[config.mk]
export PLATFORM = sky130hd
export DESIGN_NAME = serdes_shift
export DESIGN_NICKNAME = d
export VERILOG_FILES = /design/src/rtl/serdes_shift.sv
export SDC_FILE = /design/constraint.sdc
export NUM_CORES = 1
export LEC_CHECK = 0
export ABC_AREA = 1
export ABC_CLOCK_PERIOD_IN_PS = 1310
export CAP_MARGIN = 20
export CORE_MARGIN = 3
export CORE_UTILIZATION = 44
export DETAILED_ROUTE_END_ITERATION = 6
export PLACE_DENSITY_LB_ADDON = 0.05
export RECOVER_POWER = 25
export SYNTH_ARGS = -nofsm -noshare
export SYNTH_HDL_FRONTEND = slang
export SYNTH_SLANG_ARGS = --single-unit
[constraint.sdc]
create_clock -name clk -period 1.31 [get_ports clk]
set_input_delay 0.262 -clock clk [delete_from_list [all_inputs] [get_ports clk]]
set_output_delay 0.262 -clock clk [all_outputs]
set_load 0.05 [all_outputs]
[src/rtl/serdes_shift.sv]
// rtl/serdes_shift.sv - parametrised serializer/deserializer shift register
// One word in via valid/ready, WIDTH bits out/in serially, received word pulsed on out_valid.
module serdes_shift #(
    parameter int WIDTH = 8
) (
    input  logic             clk,
    input  logic             reset,
    input  logic             in_valid,
    output logic             in_ready,
    input  logic [WIDTH-1:0] in_data,
    input  logic             msb_first,
    input  logic             en,
    input  logic             sin,
    output logic             sout,
    output logic             sout_valid,
    output logic [WIDTH-1:0] out_data,
    output logic             out_valid
);

    localparam int CNT_W = $clog2(WIDTH);
    localparam logic [CNT_W-1:0] LAST = CNT_W'(WIDTH - 1);

    typedef enum logic {
        IDLE,
        SHIFT
    } state_t;

    state_t           state_q, state_d;
    logic [WIDTH-1:0] sr_q, sr_d;
    logic [WIDTH-1:0] out_data_q, out_data_d;
    logic [WIDTH-1:0] shifted;
    logic             dir_q, dir_d;
    logic             out_valid_q, out_valid_d;
    logic [CNT_W-1:0] cnt_q, cnt_d;

    // Received bits enter at the end opposite to the one being transmitted,
    // so after WIDTH shifts each bit sits where its transmitted twin started.
    always_comb begin
        shifted     = dir_q ? {sr_q[WIDTH-2:0], sin} : {sin, sr_q[WIDTH-1:1]};
        state_d     = state_q;
        sr_d        = sr_q;
        dir_d       = dir_q;
        cnt_d       = cnt_q;
        out_data_d  = out_data_q;
        out_valid_d = 1'b0;
        case (state_q)
            IDLE: begin
                if (in_valid) begin
                    sr_d    = in_data;
                    dir_d   = msb_first;
                    cnt_d   = '0;
                    state_d = SHIFT;
                end
            end
            SHIFT: begin
                if (en) begin
                    sr_d = shifted;
                    if (cnt_q == LAST) begin
                        out_data_d  = shifted;
                        out_valid_d = 1'b1;
                        cnt_d       = '0;
                        state_d     = IDLE;
                    end else begin
                        cnt_d = cnt_q + CNT_W'(1);
                    end
                end
            end
            default: state_d = IDLE;
        endcase
    end

    always_ff @(posedge clk or posedge reset) begin
        if (reset) begin
            state_q     <= IDLE;
            sr_q        <= '0;
            dir_q       <= 1'b0;
            cnt_q       <= '0;
            out_data_q  <= '0;
            out_valid_q <= 1'b0;
        end else begin
            state_q     <= state_d;
            sr_q        <= sr_d;
            dir_q       <= dir_d;
            cnt_q       <= cnt_d;
            out_data_q  <= out_data_d;
            out_valid_q <= out_valid_d;
        end
    end

    assign in_ready   = (state_q == IDLE);
    assign sout_valid = (state_q == SHIFT);
    assign sout       = sout_valid & (dir_q ? sr_q[WIDTH-1] : sr_q[0]);
    assign out_data   = out_data_q;
    assign out_valid  = out_valid_q;

endmodule

# [Word-level counts from Yosys, hierarchy flattened]
# Index checks and enable logic that the tools add are counted.
[classes] add_sub_neg=1 mul=0 div_mod_pow=0 magnitude_cmp=0 n_eq_ne=3 shifts=0 n_mux=16 bitwise=2 n_reduce_logical=3
[ops] op="$mux 8" count=3
[ops] op="$pmux 8 s2" count=1
[ops] op="$mux 3" count=3
[ops] op="$mux 1" count=7
[ops] op="$pmux 3 s2" count=1
[ops] op="$ne 2x2->1 const B" count=2
[ops] op="$reduce_and 2->1" count=2
[ops] op="$add 3x1->3 const B" count=1
[ops] op="$eq 3x3->1 const B" count=1
[ops] op="$reduce_and 3->1" count=1
[ops] op="$pmux 1 s2" count=1
[ops] op="$and 1x1->1" count=1
[ops] op="$not 1->1" count=1
[word_totals] ff_bits=22 latchBits=0 ramBits=0 rom_bits=0 input_bits=14 output_inout_bits=12 wordCells=31 mem_count=0

# [Depth between registers and ports, before layout]
# Gate-level depths: netlist of run 1.
[depth] depth_word=4 ltp_mapped=6

# [Least setup slack after synthesis of run 1]
# No wires, ideal clock.
[synth_path] kind="reg-to-output" startpoint="register state_q, in the netlist sout_valid" endpoint="output sout" t_arrival_ns=1.665 path_slack_ns=-0.617 path_stages_with_launch=4 n_path_buf=1 path_cell_list="dfrtp_1 buf_2 o21ai_0 nor2_1"
[synth_via] elab_chain_cells=1
[synth_rtl] item="start: declaration" line="28" text="state_t state_q, state_d;"
[synth_rtl] item="start signal: assignment" line="81" text="state_q <= state_d;"
[synth_rtl] item="$and 1x1->1" line="92" text="assign sout = sout_valid & (dir_q ? sr_q[WIDTH-1] : sr_q[0]);"
[synth_rtl] item="end: declaration" line="14" text="output logic sout,"
# No other way between the ends.

# [Worst setup path in the final report of run 1]
[layout_path] startpoint="register dir_q" endpoint="output sout"
[layout_via] elab_chain_cells=2
[layout_rtl] item="start: declaration" line="32" text="logic dir_q, dir_d;"
[layout_rtl] item="start signal: assignment" line="83" text="dir_q <= dir_d;"
[layout_rtl] item="$mux 1" line="92"
[layout_rtl] item="$and 1x1->1" line="92"
# No other way between the ends.

==> results of run 1 <==
[metrics by stage]
step / instance area, sq um / power [uW] / util, %
6_report: 1769 / 4333 / 76.31
5_1_grt: 1769 / 4641 / 76.31
4_1_cts: 1729 / 4236 / 74.58
3_5_place_dp: 1644 / 3600 / 70.91
3_3_place_gp: 1644 / 3555 / 70.91
2_1_floorplan: 1155 / 2557 / -
[registers in the layout (all words and copies together) (netlist names)]
signal and flops:
cnt_q 3, out_valid 1, out_data 8, sr_q 8
sout_valid 1, dir_q 1
[placed cells by master (no fill, tap or decap)]
cell / count
clkinvlp_4: 1
o22ai_2: 1
clkdlybuf4s50_1: 12
bufinv_16: 1
o21ai_1: 7
buf_6: 3
clkbuf_2: 1
buf_4: 11
nor2_2: 1
or2_0: 3
dfrtp_2: 1
dfrtp_1: 21
nor2_4: 1
nand2_2: 2
nand2_1: 63
inv_4: 1
nor2_8: 1
o21ai_2: 2
ha_1: 1
or2_1: 5
nand3_1: 18
buf_12: 14
dlygate4sd3_1: 1
clkbuf_4: 3
nand2_4: 2
ha_2: 2
nor2_1: 2
a21oi_1: 1
inv_2: 2
inv_1: 2
[worst paths after layout]
| check | endpoint | slack, ps | cells after the start |
|---|---|---|---|
| min in group clk | cnt_q[1]$_DFFE_PP0P_ | 510 | 2 |
| worst max-delay path | sout | -70 | 3 |
| max in group asynchronous | sout_valid$_DFF_PP0_ | 420 | 3 |
| worst min register to register | cnt_q[1]$_DFFE_PP0P_ | 510 | 2 |
| worst max register to register | out_data[7]$_DFFE_PP0P_ | 30 | 6 |
| worst min-delay path | cnt_q[2]$_DFFE_PP0P_ | 500 | 3 |
[report_power, final]
group / internal [uW] / switching (uW) / leakage, uW
clock network: 309 / 218 / 0.0000279
registers: 954 / 257 / 0.000279
logic: 1210 / 1390 / 0.000617
total: 2470 / 1860 / 0.000924
[tightest hold or removal path, stage by stage]
cell	delay [ps]
dlygate4sd3_1	530
inv_1	50
clkbuf_2	440
[cell type report]
class	instances	area, sq um
sequential	22	551.8
clock buffer	3	22.52
tap	28	35.03
fill	166	549.3
clock inverter	1	30.03
multi-input combinational	112	569.3
timing repair buffer	42	531.8
inverter	6	28.78
[per-layer routing]
metal / wire (um) / global-route usage, % / vias up
met5: 0 / 0 / -
li1: - / - / 542
met1: 1147 / 22.40 / 503
met2: 1303 / 32.01 / 36
met4: 36 / 6.102 / 0
met3: 152 / 2.529 / 6
[cell families after synthesis]
logic type	after synthesis	share of synthesized area [%]
simple gates	98	38.61
flops	22	48.67
compound gates	11	4.978
buf+inv	10	4.424
fa+ha+maj	3	3.319
[what timing repair did]
item	CTS	global route
pin swaps	1	3
setup endpoints to repair	4	15
gates resized for setup	5	16
setup buffers	3	2
[synth_stat cells, drive strengths merged]
library cell and n:
o21ai 9, nand2 67, or2 8, inv 6, clkbuf 1, nor2 5, ha 3, buf 3
o22ai 1, dfrtp 22, nand3 18, a21oi 1
==> metrics.md, run 1 <==
| Metric | Value |
|---|---|
| Startpoint Class | `flip-flop` |
| Max stage delay on crit path | `430 ps` |
| CP top delay family | `flip-flops` |
| CP Data Arrival Time | `1120 ps` |
| Syn_area_per_cell | `7.855 sq um` |
| Status | `complete, but fails checks` |
| Clock-pin slew on the worst setup and hold paths | `130 ps` |
| GPL Wtd Cong | `0.8457` |
| # DRC | `0` |
| Final HPWL DP | `1870 um` |
| Mapped Nets | `161` |
| CP max FO | `3` |
| Synthesis-stage register bit count | `22` |
| CTS H-Tree Depth | `1` |
| Achievable Freq | `0.7248 GHz` |
| Die area | `3215 sq um` |
| Via count | `1087` |
| Top-area cell type share of the netlist area | `48.67%` |
| Wirelength, routed | `2638 um` |
| Final setup violation count | `2` |
| Slew @ Worst Pin | `546.6 ps` |
| PwrDens | `2449 nW/um^2` |
| Max transition margin | `63.56%` |
| RSZ-0062 raised after global routing | `true` |
| Crit path launch | `dir_q$_DFFE_PP0P_` |
| Worst EP required | `1050 ps` |
| Clock skew | `1.349 ps` |
| Leak pwr | `0.0009236 uW` |
| Floorplan die width | `56.70 um` |
| Post-synth top area cell | `dfrtp_1` |
| Failing checks | `setup timing` |
| Synth-to-Final Area Change | `56.42%` |
| Io pins | `26` |
| Clock latency on the worst-skew pair | `310 ps` |
| WL per Instance | `12.33 um` |
| Largest net degree at the start of global routing | `23` |
| Max Cap Viol | `0` |
| Number of vias per cell | `5.079` |
| DRT antenna net count | `0` |
| CP Cell Sequence | `o21ai_2, nor2_4, buf_12` |
| CTS Buf Count | `3` |
| Pre-CTS setup slack | `-106.1 ps` |
| CTS Hold Buffers Added | `0` |
| Crit path kind | `reg2out` |
| Fin Setup TNS | `-116.1 ps` |
| Total GRT Usage | `18.14%` |
| Final setup margin | `-69.78 ps` |
| First-pass GRT wire length | `4685 um` |
| Setup crit end kind | `output port` |
| Max VDD drop | `2146 uV` |
| CTS tree | `done` |
| Initial Utilization | `48.79%` |
| Clock sink count | `22` |
| Distinct cells, synth | `19` |
| PortBufs | `25` |
| Synth Instances | `144` |
| Min cycle time layout | `1380 ps` |
| Fin crit share | `105.3%` |
| # rows | `17` |
| Final Non-Filler Cells | `214` |
| Post-synthesis sequential area ratio | `48.67%` |
| Pre-antenna DRT Iters | `4` |
| Final hold viol count | `0` |
| Grt total ovfl | `0` |
| Clock Path Buffers | `2` |
| Antenna Cells | `0` |
| DRT iter0 DRCs | `20` |
| Slowest stage cell, crit path | `dfrtp_1` |
| Largest cells by area after synthesis | `dfrtp_1 (49%), nand2_1 (22%), nand3_1 (8.0%)` |
| HP Class | `in2async` |
| CORE AREA | `2318 sq um` |
| Layout net count | `204` |
| Share of cells above drive strength 1 | `26.88%` |
| Syn. warnings | `0` |
| Syn Std Cell Area | `1131 sq um` |
| Root buf cell | `clkbuf_4` |
| Buf/Inv on CP | `1` |
| Vias in the first global route | `1118` |
| Initial antenna violation count | `0` |
| Hold_ws | `497.8 ps` |
| Slew Limit Fails | `0` |
| Die Span Y | `56.70 um` |
| Placed cell count | `205` |
| Worst r2r src | `cnt_q[0]$_DFFE_PP0P_` |
(Power assumes the default switching activity.)
==> inputs of run 2 (changes only) <==
--- a/config.mk
+++ b/config.mk
@@ -8,7 +8,6 @@
 export ABC_AREA = 1
 export ABC_CLOCK_PERIOD_IN_PS = 1310
 export CAP_MARGIN = 20
-export CORE_MARGIN = 3
 export CORE_UTILIZATION = 44
 export DETAILED_ROUTE_END_ITERATION = 6
 export PLACE_DENSITY_LB_ADDON = 0.05
==> run 2 against run 1 <==
Against the previous run:
- the flow still finishes with violations (setup timing)
- sequential share of layout area is 0.089 points higher
- utilization is 4.4 points lower
- via count is 2.2% lower
- first-iteration DRC count is 10% lower
- register-to-register slack hardly changed
- cell area is 0.28% lower
- hold slack better by 0.93 ps
- fmax is 0.30% lower
- sequential cell count stayed put
- sequential power hardly changed
- critical path type unchanged
==> metrics.md, run 2 (synthesis gave the netlist of run 1 again) <==
| Metric | Value |
|---|---|
| Max Cap Viol | `0` |
| Leak pwr | `0.0009105 uW` |
| Synth-to-Final Area Change | `55.97%` |
| Root buf cell | `clkbuf_4` |
| Setup slack, reg-to-reg | `40 ps` |
| Slowest stage cell, crit path | `dfrtp_2` |
| CP Cell Sequence | `buf_6, clkinvlp_4, buf_8` |
| Placed cell count | `205` |
| Setup crit end kind | `output port` |
| Share of cells above drive strength 1 | `26.88%` |
| Clock sink count | `22` |
| Failing checks | `setup timing` |
| Most frequent cells in the layout | `nand2_1 (63), dfrtp_1 (21), nand3_1 (18)` |
| Min cycle time layout | `1384 ps` |
| Pre-antenna DRT Iters | `4` |
| Largest net degree at the start of global routing | `23` |
| Final Non-Filler Cells | `216` |
| WL per Instance | `11.56 um` |
| PortBufs | `25` |
| Worst EP required | `1050 ps` |
| Clock skew | `4.950 ps` |
| Startpoint Class | `flip-flop` |
| Clock-pin slew on the worst setup and hold paths | `120 ps` |
| Max VDD drop | `1896 uV` |
| # rows | `18` |
| R2R Path End | `cnt_q[2]$_DFFE_PP0P_` |
| GPL Wtd Cong | `0.7900` |
| Clock Path Buffers | `2` |
| PwrDens | `2360 nW/um^2` |
| Floorplan die width | `52.70 um` |
| Die Span Y | `52.70 um` |
| Grt total ovfl | `0` |
| RSZ-0062 raised after global routing | `true` |
| CP max FO | `5` |
| Io pins | `26` |
| Area post-placement | `1607 sq um` |
| CTS tree | `done` |
| Reg2reg path depth | `5` |
| Vias in the first global route | `948` |
| CORE AREA | `2455 sq um` |
| Slew Limit Fails | `0` |
| CP top delay family | `flip-flops` |
| Slew @ Worst Pin | `545.1 ps` |
| Antenna Cells | `0` |
| Design Power | `4164 uW` |
| First-pass GRT wire length | `4036 um` |
| Clock latency on the worst-skew pair | `310 ps` |
| Total GRT Usage | `20.00%` |
| Fin crit share | `105.6%` |
| Number of vias per cell | `4.921` |
| # DRC | `0` |
| Worst r2r src | `cnt_q[1]$_DFFE_PP0P_` |
| HP Class | `in2async` |
| Initial antenna violation count | `0` |
| CTS Buf Count | `3` |
| Wirelength, routed | `2497 um` |
| Max stage delay on crit path | `470 ps` |
| Finished Core Util | `71.87%` |
| Final HPWL DP | `1744 um` |
| Achievable Freq | `0.7226 GHz` |
| Design area | `1764 sq um` |
| CTS Hold Buffers Added | `0` |
| Buf/Inv on CP | `3` |
| Final hold viol count | `0` |
| Max transition margin | `63.66%` |
| Status | `complete, but fails checks` |
| CP Data Arrival Time | `1120 ps` |
| Initial Utilization | `46.08%` |
| Die area | `2777 sq um` |
| Most common cell after layout, fill and taps aside | `nand2_1` |
| Crit path kind | `reg2out` |
| CTS H-Tree Depth | `1` |
| DRT iter0 DRCs | `18` |
| Final setup violation count | `3` |
| DRT antenna net count | `0` |
| Layout net count | `204` |
| Via count | `1063` |
| Final setup margin | `-73.97 ps` |
-- run 2: how the worst max path moves through the flow --
stage / startpoint / to / depth (start not counted)
after global placement: en / sr_q[0]$_DFFE_PP0P_ / 6
final: sout_valid$_DFF_PP0_ / in_ready / 3
after CTS: dir_q$_DFFE_PP0P_ / sout / 3
after floorplan: sout_valid$_DFF_PP0_ / sr_q[0]$_DFFE_PP0P_ / 6
after detailed placement: en / out_data[0]$_DFFE_PP0P_ / 5
after global routing: sr_q[0]$_DFFE_PP0P_ / sout / 3
-- run 2: routing by layer --
metal / track usage [%] / routed length, um / vias to the layer above
met5: 0 / 0 / -
met4: 10.09 / 47 / 0
met3: 3.188 / 77 / 6
met2: 31.01 / 1226 / 28
met1: 26.62 / 1146 / 485
li1: - / - / 544
-- run 2: power breakdown --
part | switching, uW | internal, uW | total (uW)
clock network | 212 | 170 | 382
logic | 1360 | 1190 | 2560
registers | 273 | 954 | 1230
total | 1850 | 2310 | 4160
-- run 2: repair_timing --
action / in CTS / in global routing
setup endpoints to repair: 4 / 21
gates resized for setup: 7 / 14
pin swaps: 1 / 2
setup buffers: 4 / 3
hold endpoints to repair: 0 / 0
-- run 2: stage by stage --
stage | TNS, ps | setup slack (ps) | hold WS (ps)
finish | -168.3 | -73.97 | 498.8
global route | -358.9 | -134.1 | 508.9
CTS | -212.7 | -86.16 | 284.9
detailed placement | -1928 | -134.6 | 474.9
global placement | -1251 | -78.97 | 462.2
floorplan | -1557 | -137.4 | 251.2
-- run 2: worst register-to-register path, cell delays in order, from the launching register on --
cell and delay [ps]:
dfrtp_1 440, ha_4 190, buf_4 130, ha_1 260
nand3_1 90, nand2_1 70
-- run 2: cell type report --
type / instances / area (sq um)
fillers: 192 / 690.7
multi-input cells: 112 / 594.3
flip-flops and latches: 22 / 551.8
repair buffers: 42 / 510.5
well taps: 30 / 37.54
clock buffers: 4 / 36.28
inverters: 6 / 33.78
==> inputs of run 3 (changes only) <==
--- a/config.mk
+++ b/config.mk
@@ -10,7 +10,8 @@
 export CAP_MARGIN = 20
 export CORE_UTILIZATION = 44
 export DETAILED_ROUTE_END_ITERATION = 6
-export PLACE_DENSITY_LB_ADDON = 0.05
+export MAX_ROUTING_LAYER = met4
+export PLACE_DENSITY = 0.72
 export RECOVER_POWER = 25
 export SYNTH_ARGS = -nofsm -noshare
 export SYNTH_HDL_FRONTEND = slang
==> run 3 against run 2 <==
Against the previous run:
- the flow still finishes with violations (setup timing)
- power is 0.36% lower
- global-route usage is 2.4 points higher
- register-to-register slack hardly changed
- highest routed layer unchanged
==> metrics.md, run 3 (synthesis gave the netlist of run 1 again) <==
| Metric | Value |
|---|---|
| R2R Path End | `out_data[4]$_DFFE_PP0P_` |
| Number of vias per cell | `5.060` |
| Clock skew | `5.973 ps` |
| Max transition margin | `63.28%` |
| Finished Core Util | `70.59%` |
| # rows | `18` |
| Synth-to-Final Area Change | `53.21%` |
| Setup crit end kind | `output port` |
| Fillers | `205` |
| Reg2reg path depth | `6` |
| Status | `complete, but fails checks` |
| Cell internal pwr | `2292 uW` |
| Register area | `551.8 sq um` |
| Vias in the first global route | `1049` |
| GR Util met1 | `24.50%` |
| Seq pwr share | `29.7%` |
| Most common cell after layout, fill and taps aside | `nand2_1` |
| Most frequent cells in the layout | `nand2_1 (65), dfrtp_1 (21), nand3_1 (17)` |
| First-pass GRT wire length | `4298 um` |
| Wirelength, routed | `2623 um` |
| PwrDens | `2394 nW/um^2` |
| GPL Wtd Cong | `0.8144` |
| Final hold viol count | `0` |
| Setup slack, reg-to-reg | `40 ps` |
| Final HPWL DP | `1870 um` |
| Via count | `1088` |
| Most used routing layer | `met2` |
| GR Util met3 | `5.507%` |
| DRT antenna net count | `0` |
| Leak pwr | `0.0009041 uW` |
| Final setup violation count | `2` |
| # DRC | `0` |
| Fin crit share | `106.1%` |
| Die Span Y | `52.70 um` |
| Final setup margin | `-79.74 ps` |
| Achievable Freq | `0.7196 GHz` |
| HP Class | `in2async` |
| Clock sink count | `22` |
| Min cycle time layout | `1390 ps` |
| Clock-pin slew on the worst setup and hold paths | `120 ps` |
| Slew Limit Fails | `0` |
| Design Power | `4149 uW` |
| Io pins | `26` |
| Root buf cell | `clkbuf_4` |
| RSZ-0062 raised after global routing | `true` |
| Worst EP required | `1050 ps` |
| PortBufs | `25` |
| Multi-input gate area | `583.1 sq um` |
| Startpoint Class | `flip-flop` |
| Max Cap Viol | `0` |
| Slew @ Worst Pin | `550.9 ps` |
| CTS Buf Count | `3` |
| Clock latency on the worst-skew pair | `310 ps` |
| Switching power total | `1857 uW` |
| CORE AREA | `2455 sq um` |
| Met2 usage | `36.71%` |
| Pre-antenna DRT Iters | `4` |
| Worst r2r src | `cnt_q[1]$_DFFE_PP0P_` |
| CTS H-Tree Depth | `1` |
| Clock Power Share | `9.1%` |
| Initial Utilization | `46.08%` |
| CP Data Arrival Time | `1130 ps` |
| Combinational share of power | `61.2%` |
| Largest net degree at the start of global routing | `23` |
| Max VDD drop | `1882 uV` |
| Crit path kind | `reg2out` |
| Clock Path Buffers | `2` |
| Total GRT Usage | `22.40%` |
| WL per Instance | `12.20 um` |
| DRT iter0 DRCs | `17` |
| Floorplan die width | `52.70 um` |
| CP max FO | `3` |
| Layout net count | `203` |
| CTS Hold Buffers Added | `0` |
| Antenna Cells | `0` |
| Grt total ovfl | `0` |
| Failing checks | `setup timing` |
| Share of cells above drive strength 1 | `25.41%` |
| CTS tree | `done` |
| Crit path launch | `dir_q$_DFFE_PP0P_` |
| Initial antenna violation count | `0` |
| Die area | `2777 sq um` |
| Switch share | `44.75%` |
run 3: stage by stage:
stage / hold slack [ps] / std cells / area [sq um] / TNS (ps) / setup slack, ps
6_report: 496.5 / 215 / 1733 / -121.6 / -79.74
3_5_place_dp: 489.6 / 205 / 1607 / -2003 / -195.0
2_1_floorplan: 251.2 / 144 / 1155 / -1557 / -137.4
3_3_place_gp: 463.4 / 205 / 1607 / -1586 / -119.4
5_1_grt: 522.1 / 215 / 1733 / -218.4 / -128.7
4_1_cts: 267.1 / 214 / 1693 / -151.3 / -93.42
run 3: worst max path at each step:
stage	to	slack [ps]
CTS	sout	-90
finish	sout	-80
floorplan	sr_q[0]$_DFFE_PP0P_	-140
global route	sout	-130
detailed placement	out_data[2]$_DFFE_PP0P_	-200
global placement	out_data[1]$_DFFE_PP0P_	-120
run 3: routing by layer:
metal	vias up	wire, um	part of all wire (%)
met5	-	0	0
met3	4	109	4.2
met1	515	1106	42
li1	543	-	-
met4	0	36	1.4
met2	26	1371	52
run 3: layout make-up:
class | instances | share of cell area, %
clock buffers | 4 | 2.094
inverters | 6 | 1.661
multi-input cells | 112 | 33.65
flip-flops and latches | 22 | 31.84
well taps | 30 | 2.166
repair buffers | 41 | 28.59
run 3: worst max-delay path: stages, from the launching register on:
cell     delay [ps]
dfrtp_1         430
inv_2            80
nor2_2           50
nor2_4          120
buf_12          140
run 3: power by group through the flow:
| stage | clock network (uW) | registers, uW | logic, uW |
|---|---|---|---|
| finish | 376 | 1230 | 2540 |
| global route | 406 | 1270 | 2760 |
| CTS | 390 | 1220 | 2460 |
| detailed placement | 0 | 1240 | 2300 |
| global placement | 0 | 1220 | 2250 |
| floorplan | 0 | 1460 | 1100 |
run 3: repair_timing:
action                                  4_1_cts  5_1_grt
pin swaps                                     2        2
buffers inserted                              5        1
gates resized for setup                       7        8
endpoints found under the setup margin       11       12
endpoints found under the hold margin         0        0
